==> config.mk <==
export PLATFORM = sky130hd
export DESIGN_NAME = dac7611_serializer
export DESIGN_NICKNAME = d
export VERILOG_FILES = /design/src/rtl/dac7611_serializer.sv
export SDC_FILE = /design/constraint.sdc
export NUM_CORES = 1
export LEC_CHECK = 0
export ABC_AREA = 1
export CAP_MARGIN = 20
export CORE_ASPECT_RATIO = 0.6
export CORE_MARGIN = 1
export CORE_UTILIZATION = 45
export CTS_CLUSTER_SIZE = 40
export DETAILED_ROUTE_END_ITERATION = 10
export GPL_ROUTABILITY_DRIVEN = 0
export PLACE_DENSITY = 0.67
export SKIP_CTS_REPAIR_TIMING = 1
export SKIP_LAST_GASP = 1
export SYNTH_ARGS = -nofsm -noshare
export SYNTH_HDL_FRONTEND = slang
export SYNTH_SLANG_ARGS = --single-unit
==> constraint.sdc <==
create_clock -name clk -period 2.3 [get_ports clk]
set_input_delay 0.345 -clock clk [delete_from_list [all_inputs] [get_ports clk]]
set_output_delay 0.345 -clock clk [all_outputs]
set_load 0.01 [all_outputs]
==> src/rtl/dac7611_serializer.sv <==
// dac7611_serializer
// Drives the dual-channel DAC7611 serial interface. One pair of 12-bit samples
// is accepted per frame, shifted out MSB-first on two parallel data lines with a
// generated serial clock, and then latched into the DAC with an active-low load
// strobe. Every output comes straight from a flop.

module dac7611_serializer #(
  parameter int unsigned CLK_DIV   = 2,  // system clocks per serial-clock half period
  parameter int unsigned LD_CYCLES = 2   // system clocks the load strobe is held low
) (
  input  logic        clk,
  input  logic        rst,
  input  logic [11:0] sample_1,
  input  logic [11:0] sample_2,
  input  logic        valid,
  output logic        ready,
  output logic        dac_clk,
  output logic        dac_dat1,
  output logic        dac_dat2,
  output logic        dac_leb,
  output logic        frame_done
);

  // Out-of-range parameters are pulled back into 1..255 so the 8-bit
  // countdowns can never wrap or stall.
  localparam int unsigned CLK_DIV_L =
    (CLK_DIV < 32'd1) ? 32'd1 : ((CLK_DIV > 32'd255) ? 32'd255 : CLK_DIV);
  localparam int unsigned LD_CYCLES_L =
    (LD_CYCLES < 32'd1) ? 32'd1 : ((LD_CYCLES > 32'd255) ? 32'd255 : LD_CYCLES);

  // Countdown reload values: a phase lasting N cycles starts at N-1 and ends at 0.
  localparam logic [7:0] HALF_RELOAD = 8'(CLK_DIV_L - 32'd1);
  localparam logic [7:0] LOAD_RELOAD = 8'(LD_CYCLES_L - 32'd1);

  typedef enum logic [1:0] {
    IDLE     = 2'd0,
    SHIFT_LO = 2'd1,
    SHIFT_HI = 2'd2,
    LOAD     = 2'd3
  } state_t;

  state_t      state_r;
  logic [7:0]  cnt_r;      // half-period / load-strobe countdown
  logic [3:0]  idx_r;      // bit currently presented on the data lines
  logic [11:0] shreg1_r;   // channel 1 sample captured at accept
  logic [11:0] shreg2_r;   // channel 2 sample captured at accept

  // Frame sequencer: accept, twelve serial bits, load strobe, back to idle.
  always_ff @(posedge clk or posedge rst) begin
    if (rst) begin
      state_r    <= IDLE;
      cnt_r      <= 8'd0;
      idx_r      <= 4'd0;
      shreg1_r   <= 12'd0;
      shreg2_r   <= 12'd0;
      ready      <= 1'b0;
      dac_clk    <= 1'b0;
      dac_dat1   <= 1'b0;
      dac_dat2   <= 1'b0;
      dac_leb    <= 1'b1;
      frame_done <= 1'b0;
    end else begin
      // frame_done is a single-cycle pulse; only the end of LOAD raises it.
      frame_done <= 1'b0;
      case (state_r)
        IDLE: begin
          dac_clk <= 1'b0;
          dac_leb <= 1'b1;
          if (valid && ready) begin
            // Samples are captured only here, so later input changes are ignored.
            shreg1_r <= sample_1;
            shreg2_r <= sample_2;
            idx_r    <= 4'd11;
            cnt_r    <= HALF_RELOAD;
            dac_dat1 <= sample_1[11];
            dac_dat2 <= sample_2[11];
            ready    <= 1'b0;
            state_r  <= SHIFT_LO;
          end else begin
            ready <= 1'b1;
          end
        end

        SHIFT_LO: begin
          // Data is already stable; this phase provides setup before the rising edge.
          if (cnt_r == 8'd0) begin
            cnt_r   <= HALF_RELOAD;
            dac_clk <= 1'b1;
            state_r <= SHIFT_HI;
          end else begin
            cnt_r <= cnt_r - 8'd1;
          end
        end

        SHIFT_HI: begin
          // Data is held through the high phase; it only moves as dac_clk falls.
          if (cnt_r == 8'd0) begin
            dac_clk <= 1'b0;
            if (idx_r != 4'd0) begin
              idx_r    <= idx_r - 4'd1;
              dac_dat1 <= shreg1_r[idx_r - 4'd1];
              dac_dat2 <= shreg2_r[idx_r - 4'd1];
              cnt_r    <= HALF_RELOAD;
              state_r  <= SHIFT_LO;
            end else begin
              dac_dat1 <= 1'b0;
              dac_dat2 <= 1'b0;
              dac_leb  <= 1'b0;
              cnt_r    <= LOAD_RELOAD;
              state_r  <= LOAD;
            end
          end else begin
            cnt_r <= cnt_r - 8'd1;
          end
        end

        LOAD: begin
          // The DAC latches on the rising edge of dac_leb at the end of this phase.
          if (cnt_r == 8'd0) begin
            dac_leb    <= 1'b1;
            frame_done <= 1'b1;
            ready      <= 1'b1;
            state_r    <= IDLE;
          end else begin
            cnt_r <= cnt_r - 8'd1;
          end
        end

        default: begin
          // Unreachable encoding: park in a safe idle state with no load pending.
          state_r  <= IDLE;
          cnt_r    <= 8'd0;
          idx_r    <= 4'd0;
          ready    <= 1'b0;
          dac_clk  <= 1'b0;
          dac_dat1 <= 1'b0;
          dac_dat2 <= 1'b0;
          dac_leb  <= 1'b1;
        end
      endcase
    end
  end

endmodule

Yosys cells after proc, flatten, opt, wreduce, memory -nomap -nowiden
Cells that the tools add are included.

operators by class
  equal/unequal tests = 10
  add/subtract/negate cells = 2
  reductions and logical operators = 17
  magnitude comparators = 1
  mux-type cells = 36

operators with widths
  cell                                                                   count
  8-bit two-way mux                                                      3
  8-bit case mux with 3 select lines                                     1
  1-bit two-way mux                                                      15
  2-bit inequality test, second input constant                           7
  4-bit two-way mux                                                      3
  4-bit AND reduction                                                    3
  2-bit two-way mux                                                      5
  1-bit binary-select mux with 4-bit select                              2
  8-bit zero test                                                        1
  2-bit case mux with 4 select lines                                     1
  4-bit case mux with 2 select lines                                     1
  8-bit by 1-bit subtractor with 8-bit output, second input constant     1
  1-bit case mux with 2 select lines                                     3
  1-bit case mux with 3 select lines                                     2
  2-bit AND reduction                                                    3
  3-bit AND reduction                                                    2
  3-bit nonzero test                                                     2
  4-bit by 5-bit < comparator with 1-bit output, second input constant   1
  2-bit equality test, second input constant                             2
  2-bit nonzero test                                                     2
  4-bit nonzero test                                                     1
  4-bit by 1-bit subtractor with 4-bit output, second input constant     1
  2-bit by 1-bit equality test with 1-bit output, second input constant  1
  2-bit zero test                                                        1
  other kinds (2)                                                        2

storage, ports and cells
  input bits = 27
  register bits after elaboration = 44
  word-level logic and storage cells = 77

Depth between registers and ports, before layout
Gate-level depths: netlist of the first run.

  word-level depth = 6
  gate-level depth with buffers = 11
  gate-level depth less buffers = 10

Least setup slack after synthesis of the first run
Ideal clock, no wire load.

  path type = register -> register
  start = register idx_r[0]
  end = register dac_dat1
  required time = 2223 ps
  period minus slack after synthesis = 1609 ps
  stages on the path, launching flop included = 11
  arrival time = 1532 ps
  path buffers = 1
  path slack = 691 ps
  path through = dfrtp_1 -> inv_2 -> buf_4 -> ha_1 -> inv_1 -> nand3_1 -> nand2_1 -> nand2_1 -> nand2_1 -> nand3_1 -> a21oi_1

between the ends
  longest elaborated chain between the ends = 6
  elaborated cells on any way between the ends = 7

ends and longest elaborated chain
  element                                      line  text
  from (decl)                                  44    logic [3:0] idx_r;
  from (signal assigned)                       100   idx_r <= idx_r - 4'd1;
  4-bit by 1-bit subtractor with 4-bit output  101   dac_dat1 <= shreg1_r[idx_r - 4'd1];
  1-bit binary-select mux with 4-bit select    101
  1-bit two-way mux (implied by the code)      101
  1-bit two-way mux (*)                        99    if (idx_r != 4'd0) begin
  1-bit two-way mux (*)                        97    if (cnt_r == 8'd0) begin
  1-bit case mux with 2 select lines (*)       65    case (state_r)
  to (signal assigned)                         75    dac_dat1 <= sample_1[11];
  to (signal assigned)                         101
  to (decl)                                    18    output logic dac_dat1,

Every way passes the cells marked *; elsewhere a longest branch is shown, timed or not. The select of a mux whose other input is x is not followed.
A chain may end at the register's enable or synchronous reset.

Worst setup path in the final report of the first run
Same ends and word-level chain as after synthesis.

==> results.toml, run 1 <==
[sta]
slew_headroom_pct = 63.1
maxSlewViolCount = 0
final.setup.tns_ns = 0
fmax_ghz = 0.522
rsz0062_at_grt = "false"
period_minus_slack_ns = 1.92
fin_hold_ws_ns = 0.494
finalWorstSetupSlack_ns = 0.385
setup_violations = 0
tightest_slew_ns = 0.554
min_period_over_period_pct = 83.3
hold_viol = 0
clock_skew_ns = 0.00527

[worst_setup_path]
required_ns = 2.51
r2r_cells = 8
crit_arrival_ns = 2.12
end_kind = "flip-flop"
cp_max_fo = 17
reg2reg_to = "dac_dat1"
rrSetupSlack_ns = 0.38
crit_type = "flip-flop to flip-flop"
regToRegStartpoint = "idx_r[0]"
cp-start-kind = "flip-flop"

[power]
p_seq_share_pct = 55.6
irDropWorstVdd_mv = 0.344
p_int_mw = 1.12
leakagePower_nw = 1.48
power_mw = 1.39
power.density_nw_per_um2 = 478
comb_power_share_pct = 4.5
switching_power_uw = 266
clockPowerShare_pct = 40.0
swShare_pct = 19.1

[place]
dpl.hpwl_um = 3620
place_ws_ns = 0.306
dp_cells = 379
portBuffers = 32
placed_cell_area_um2 = 2810

[drt]
via_per_inst = 5.04
vias = 1942
top_layer_used = "met4"
ant_nets = 0
initialDrtViolationCount = 97
dr.pass1.iters = 4
wl_met1_um = 2700
wl_um = 4790
wl_met2_um = 1800
drc_errors = 0
wl_met3_um = 272
routedWlPerCell_um = 12.4

[clock_tree]
clockBufferDepth = 2
clkLatencyLatePin_ns = 0.29
cts_tree = "yes"
path_clk_slew_ns = 0.08
cts_root_buffer = "clkbuf_8"
clock_sinks = 44
htreeDepth = 2
cts_buffers = 5

[layout]
fin_nets = 356
drive_gt1_share_pct = 14.1
final_cells = 385
final_area_um2 = 2910
finish.utilization_pct = 56.8
syn2layout_area_growth_pct = 19.8
diodes = 0

[yosys]
synth.distinct_cells = 32
avgSynthCellArea_um2 = 8.53
syn_area_um2 = 2430
ys_ff_latch = 44
synth-async-reset-ratio_pct = 100
yosysSeqAreaShare_pct = 45.3
synth_edf_count = 0
yosys_warnings = 0
synth_cells = 285
syn_nets = 321
synthFlopType = "dfrtp_1"

[floorplanning]
dieArea_um2 = 5710
dieWidth_um = 96.9
start_util_pct = 47.4
rows = 20
core_area_um2 = 5130
ios = 33
die_h_um = 58.9

[outcome]
status = "finished, final reports clean"

[job]
cap_violations = 0

[global_route]
grt_max_degree = 45
grt_pass1_wl_um = 8220
groute.usage.overall_pct = 18.4
overflow = 0
grt_pass1_vias = 1690
grt_antenna_before_repair = 0

[hold_path]
min_path_type = "input port to asynchronous set/reset pin"
[worst max-delay path: stages, from the launching register on]
cell,delay [ns]
dfrtp_2,0.49
inv_2,0.17
ha_1,0.45
inv_1,0.17
nand3_1,0.12
nand3_1,0.07
nand3_1,0.12
nand3_1,0.09
a21oi_1,0.16
[sequential cells by signal, indices dropped and copies added (netlist names)]
name        flops
cnt_r           8
shreg1_r       12
state_r         2
ready           1
shreg2_r       12
frame_done      1
dac_leb         1
dac_dat1        1
dac_clk         1
dac_dat2        1
idx_r           4
[cell families (layout without fill, tap and decap cells)]
family                   count (synthesis)  in the layout  synth area share (%)
flip-flops                              44             44                  45.3
AO/OA/AOI/OAI                           39             39                  8.75
multiplexers                            16             16                  7.41
adder cells (fa/ha/maj)                  9              9                  4.63
AND/OR/NAND/NOR                        128            128                  25.7
buffers and inverters                   49             83                  8.18
[worst max path at each step]
stage          startpoint        to  slack (ns)  depth (start not counted)
2_1_floorplan    idx_r[0]  dac_dat1        0.69                         10
3_3_place_gp     idx_r[0]  dac_dat2        0.40                          9
3_5_place_dp     idx_r[0]  dac_dat1        0.31                          8
4_1_cts          idx_r[0]  dac_dat1        0.25                          8
5_1_grt          idx_r[0]  dac_dat1        0.14                          8
6_report         idx_r[0]  dac_dat1        0.38                          8
[per-layer routing]
layer | global-route usage, % | vias to the layer above
li1 | - | 984
met4 | 3.20 | 0
met5 | 0 | -
met1 | 29.5 | 901
met2 | 24.3 | 55
met3 | 4.87 | 2
[cells in the mapped netlist (2+ instances only)]
library cell	number	area (um2)
ha_1	9	113
a21oi_1	15	75.1
nor2_2	2	12.5
o21ai_0	14	70.1
nor3_1	2	10.0
o21ai_1	6	30.0
nor2_4	3	33.8
nand3_1	28	140
nand2_2	5	31.3
inv_2	2	7.51
inv_1	41	154
nand2_1	58	218
nor2_1	22	82.6
mux2_2	16	180
buf_2	3	15.0
dfrtp_1	43	1080
[area by class of cell]
class | instances | area (um2)
repair buffers | 34 | 335
clock inverters | 1 | 30.0
flip-flops and latches | 44 | 1100
multi-input cells | 192 | 1130
inverters | 43 | 161
fillers | 459 | 2220
well taps | 66 | 82.6
clock buffers | 5 | 68.8
[power by group through the flow]
stage | registers (mW) | clock network (mW) | logic, mW
floorplan | 0.788 | 0 | 0.0128
global placement | 0.788 | 0 | 0.0638
detailed placement | 0.788 | 0 | 0.0637
CTS | 0.773 | 0.574 | 0.0641
global route | 0.773 | 0.611 | 0.0691
finish | 0.773 | 0.556 | 0.0620
[cells in the final DEF, fill, tap and decap left out, drive strengths merged]
master,n
nand2,64
nor2,28
mux2,16
a31oi,1
dfrtp,43
or2,1
clkbuf,5
bufinv,1
buf,2
nand4,1
a21oi,16
inv,43
nor4,2
nor3,2
clkdlybuf4s50,32
nand3,29
o21ai,21
ha,9
o22ai,1
dfstp,1
nand3b,1
No activity file was read; power rests on OpenSTA's default activity.
==> run 2, diff against run 1 <==
==> constraint.sdc (replaced) <==
create_clock -name clk -period 1.9 [get_ports clk]
set_input_delay 0.285 -clock clk [delete_from_list [all_inputs] [get_ports clk]]
set_output_delay 0.285 -clock clk [all_outputs]
set_load 0.01 [all_outputs]
==> run 2 against run 1 <==
Compared with the run above: final cell count up 1.3%; worst setup slack worse by 0.25 ns; register-to-register slack worse by 0.25 ns; worst hold slack worse by 0.15 ns; clock-buffer cell count rose by 1; total power rose by 25%; critical path type unchanged.
==> results.toml, run 2 (synthesis gave the netlist of run 1 again) <==
[outcome]
status = "finished, final reports clean"

[place]
dpl.hpwl_um = 3570
portBuffers = 32
place_ws_ns = 0.176

[sta]
period_minus_slack_ns = 1.76
slew_headroom_pct = 77.6
fin_hold_ws_ns = 0.348
fmax_ghz = 0.568
hold_viol = 0
maxSlewViolCount = 0
tightest_slew_ns = 0.335
rsz0062_at_grt = "false"
min_period_over_period_pct = 92.7
finalWorstSetupSlack_ns = 0.139
clock_skew_ns = 0.00831
final.setup.tns_ns = 0
setup_violations = 0

[global_route]
overflow = 0
grt_antenna_before_repair = 0
groute.usage.overall_pct = 18.8
grt_util_met1_pct = 30.2
grt_max_degree = 45
grtUsageMet3_pct = 5.11
grt_pass1_vias = 1698
grt_pass1_wl_um = 8390
use_met2_pct = 24.3
busiest_layer = "met1"

[power]
irDropWorstVdd_mv = 0.337
power.density_nw_per_um2 = 582
leakagePower_nw = 1.51

[layout]
drive_gt1_share_pct = 15.4
reg_top3 = "shreg1_r (12), shreg2_r (12), cnt_r (8)"
layout_commonest_cell = "nand2_1"
diodes = 0
fin_nets = 359
syn2layout_area_growth_pct = 22.4
final_cell_mix = "58 x nand2_1, 43 x dfrtp_1, 41 x inv_1"

[worst_setup_path]
cp-start-kind = "flip-flop"
cp_slowest_stage_delay_ns = 0.43
crit_arrival_ns = 1.95
regToRegStartpoint = "state_r[1]"
rrSetupSlack_ns = 0.14
cp_top_family = "simple AND/OR/NAND/NOR gates"
reg2reg_to = "cnt_r[4]"
crit_chain = "inv_1 -> ha_1 -> or2_2 -> nand3b_1 -> o21ai_0 -> nand2_1 -> inv_1"
slowest_stage = "dfrtp_1"
crit_type = "flip-flop to flip-flop"
r2r_cells = 7
cp_max_fo = 5
crit_top_cell = "inv_1"
end_kind = "flip-flop"
required_ns = 2.09
cp.buffers_inverters = 2

[drt]
wl_um = 4900
drc_errors = 0
ant_nets = 0
vias = 1973
via_per_inst = 5.06
routedWlPerCell_um = 12.6
initialDrtViolationCount = 72
dr.pass1.iters = 4

[clock_tree]
path_clk_slew_ns = 0.09
clock_sinks = 44
cts_buffers = 5
clkLatencyLatePin_ns = 0.30
cts_tree = "yes"
htreeDepth = 2
cts_root_buffer = "clkbuf_8"
clockBufferDepth = 2

[floorplanning]
dieWidth_um = 96.9
start_util_pct = 47.4
core_area_um2 = 5130
rows = 20
dieArea_um2 = 5710
die_h_um = 58.9
ios = 33

[hold_path]
min_path_type = "input port to asynchronous set/reset pin"

[job]
cap_violations = 0
## run 2: changes by cell type in the layout (fill, tap and decap cells not counted)
cell / delta
a31oi_2: +1
clkbuf_1: +1
buf_12: +2
clkinv_2: +1
dfrtp_1: +1
buf_4: +1
dfrtp_2: -1
ha_2: +1
ha_1: -1
a31oi_1: -1
## run 2: per-stage QoR
| step | power [mW] | instance area (um2) | util [%] | instances |
|---|---|---|---|---|
| after floorplan | 0.970 | 2430 | - | 285 |
| after CTS | 1.74 | 2970 | 57.8 | 390 |
| after global placement | 1.03 | 2860 | 55.7 | 382 |
| after detailed placement | 1.04 | 2860 | 55.7 | 382 |
| after global routing | 1.80 | 2980 | 58.0 | 390 |
| final | 1.73 | 2980 | 58.0 | 390 |
## run 2: worst max-delay path by stage
stage / to / from / slack (ns) / cells past startpoint
3_5_place_dp: cnt_r[6] / valid / 0.18 / 9
6_report: cnt_r[4] / state_r[1] / 0.14 / 7
3_3_place_gp: dac_dat1 / state_r[0] / 0.14 / 6
5_1_grt: dac_dat1 / idx_r[0] / 0.02 / 9
4_1_cts: dac_dat1 / state_r[0] / 0.16 / 6
2_1_floorplan: dac_dat1 / idx_r[0] / 0.29 / 10
## run 2: worst reg2reg max path, stage by stage, from the launching register on
cell      delay (ns)
dfrtp_1         0.43
inv_1           0.16
ha_1            0.25
or2_2           0.32
nand3b_1        0.22
o21ai_0         0.15
nand2_1         0.09
inv_1           0.04
## run 2: final cells by class
type	instances	area [um2]
Sequential cell	44	1100
Clock inverter	2	35.0
Fill cell	465	2150
Clock buffer	6	72.6
Timing Repair Buffer	37	383
Multi-Input combinational cell	192	1140
Tap cell	66	82.6
Inverter	43	161
## run 2: where the power goes
group | leakage, nW | switching, mW | internal [mW]
combinational | 0.948 | 0.0274 | 0.0514
clock | 0.0552 | 0.328 | 0.391
sequential | 0.508 | 0 | 0.936
## run 2: per-layer routing
metal  routed length, um  vias up
met2                1850       59
met1                2680      920
met3                 343        5
li1                    -      989
met4                  38        0
met5                   0        -
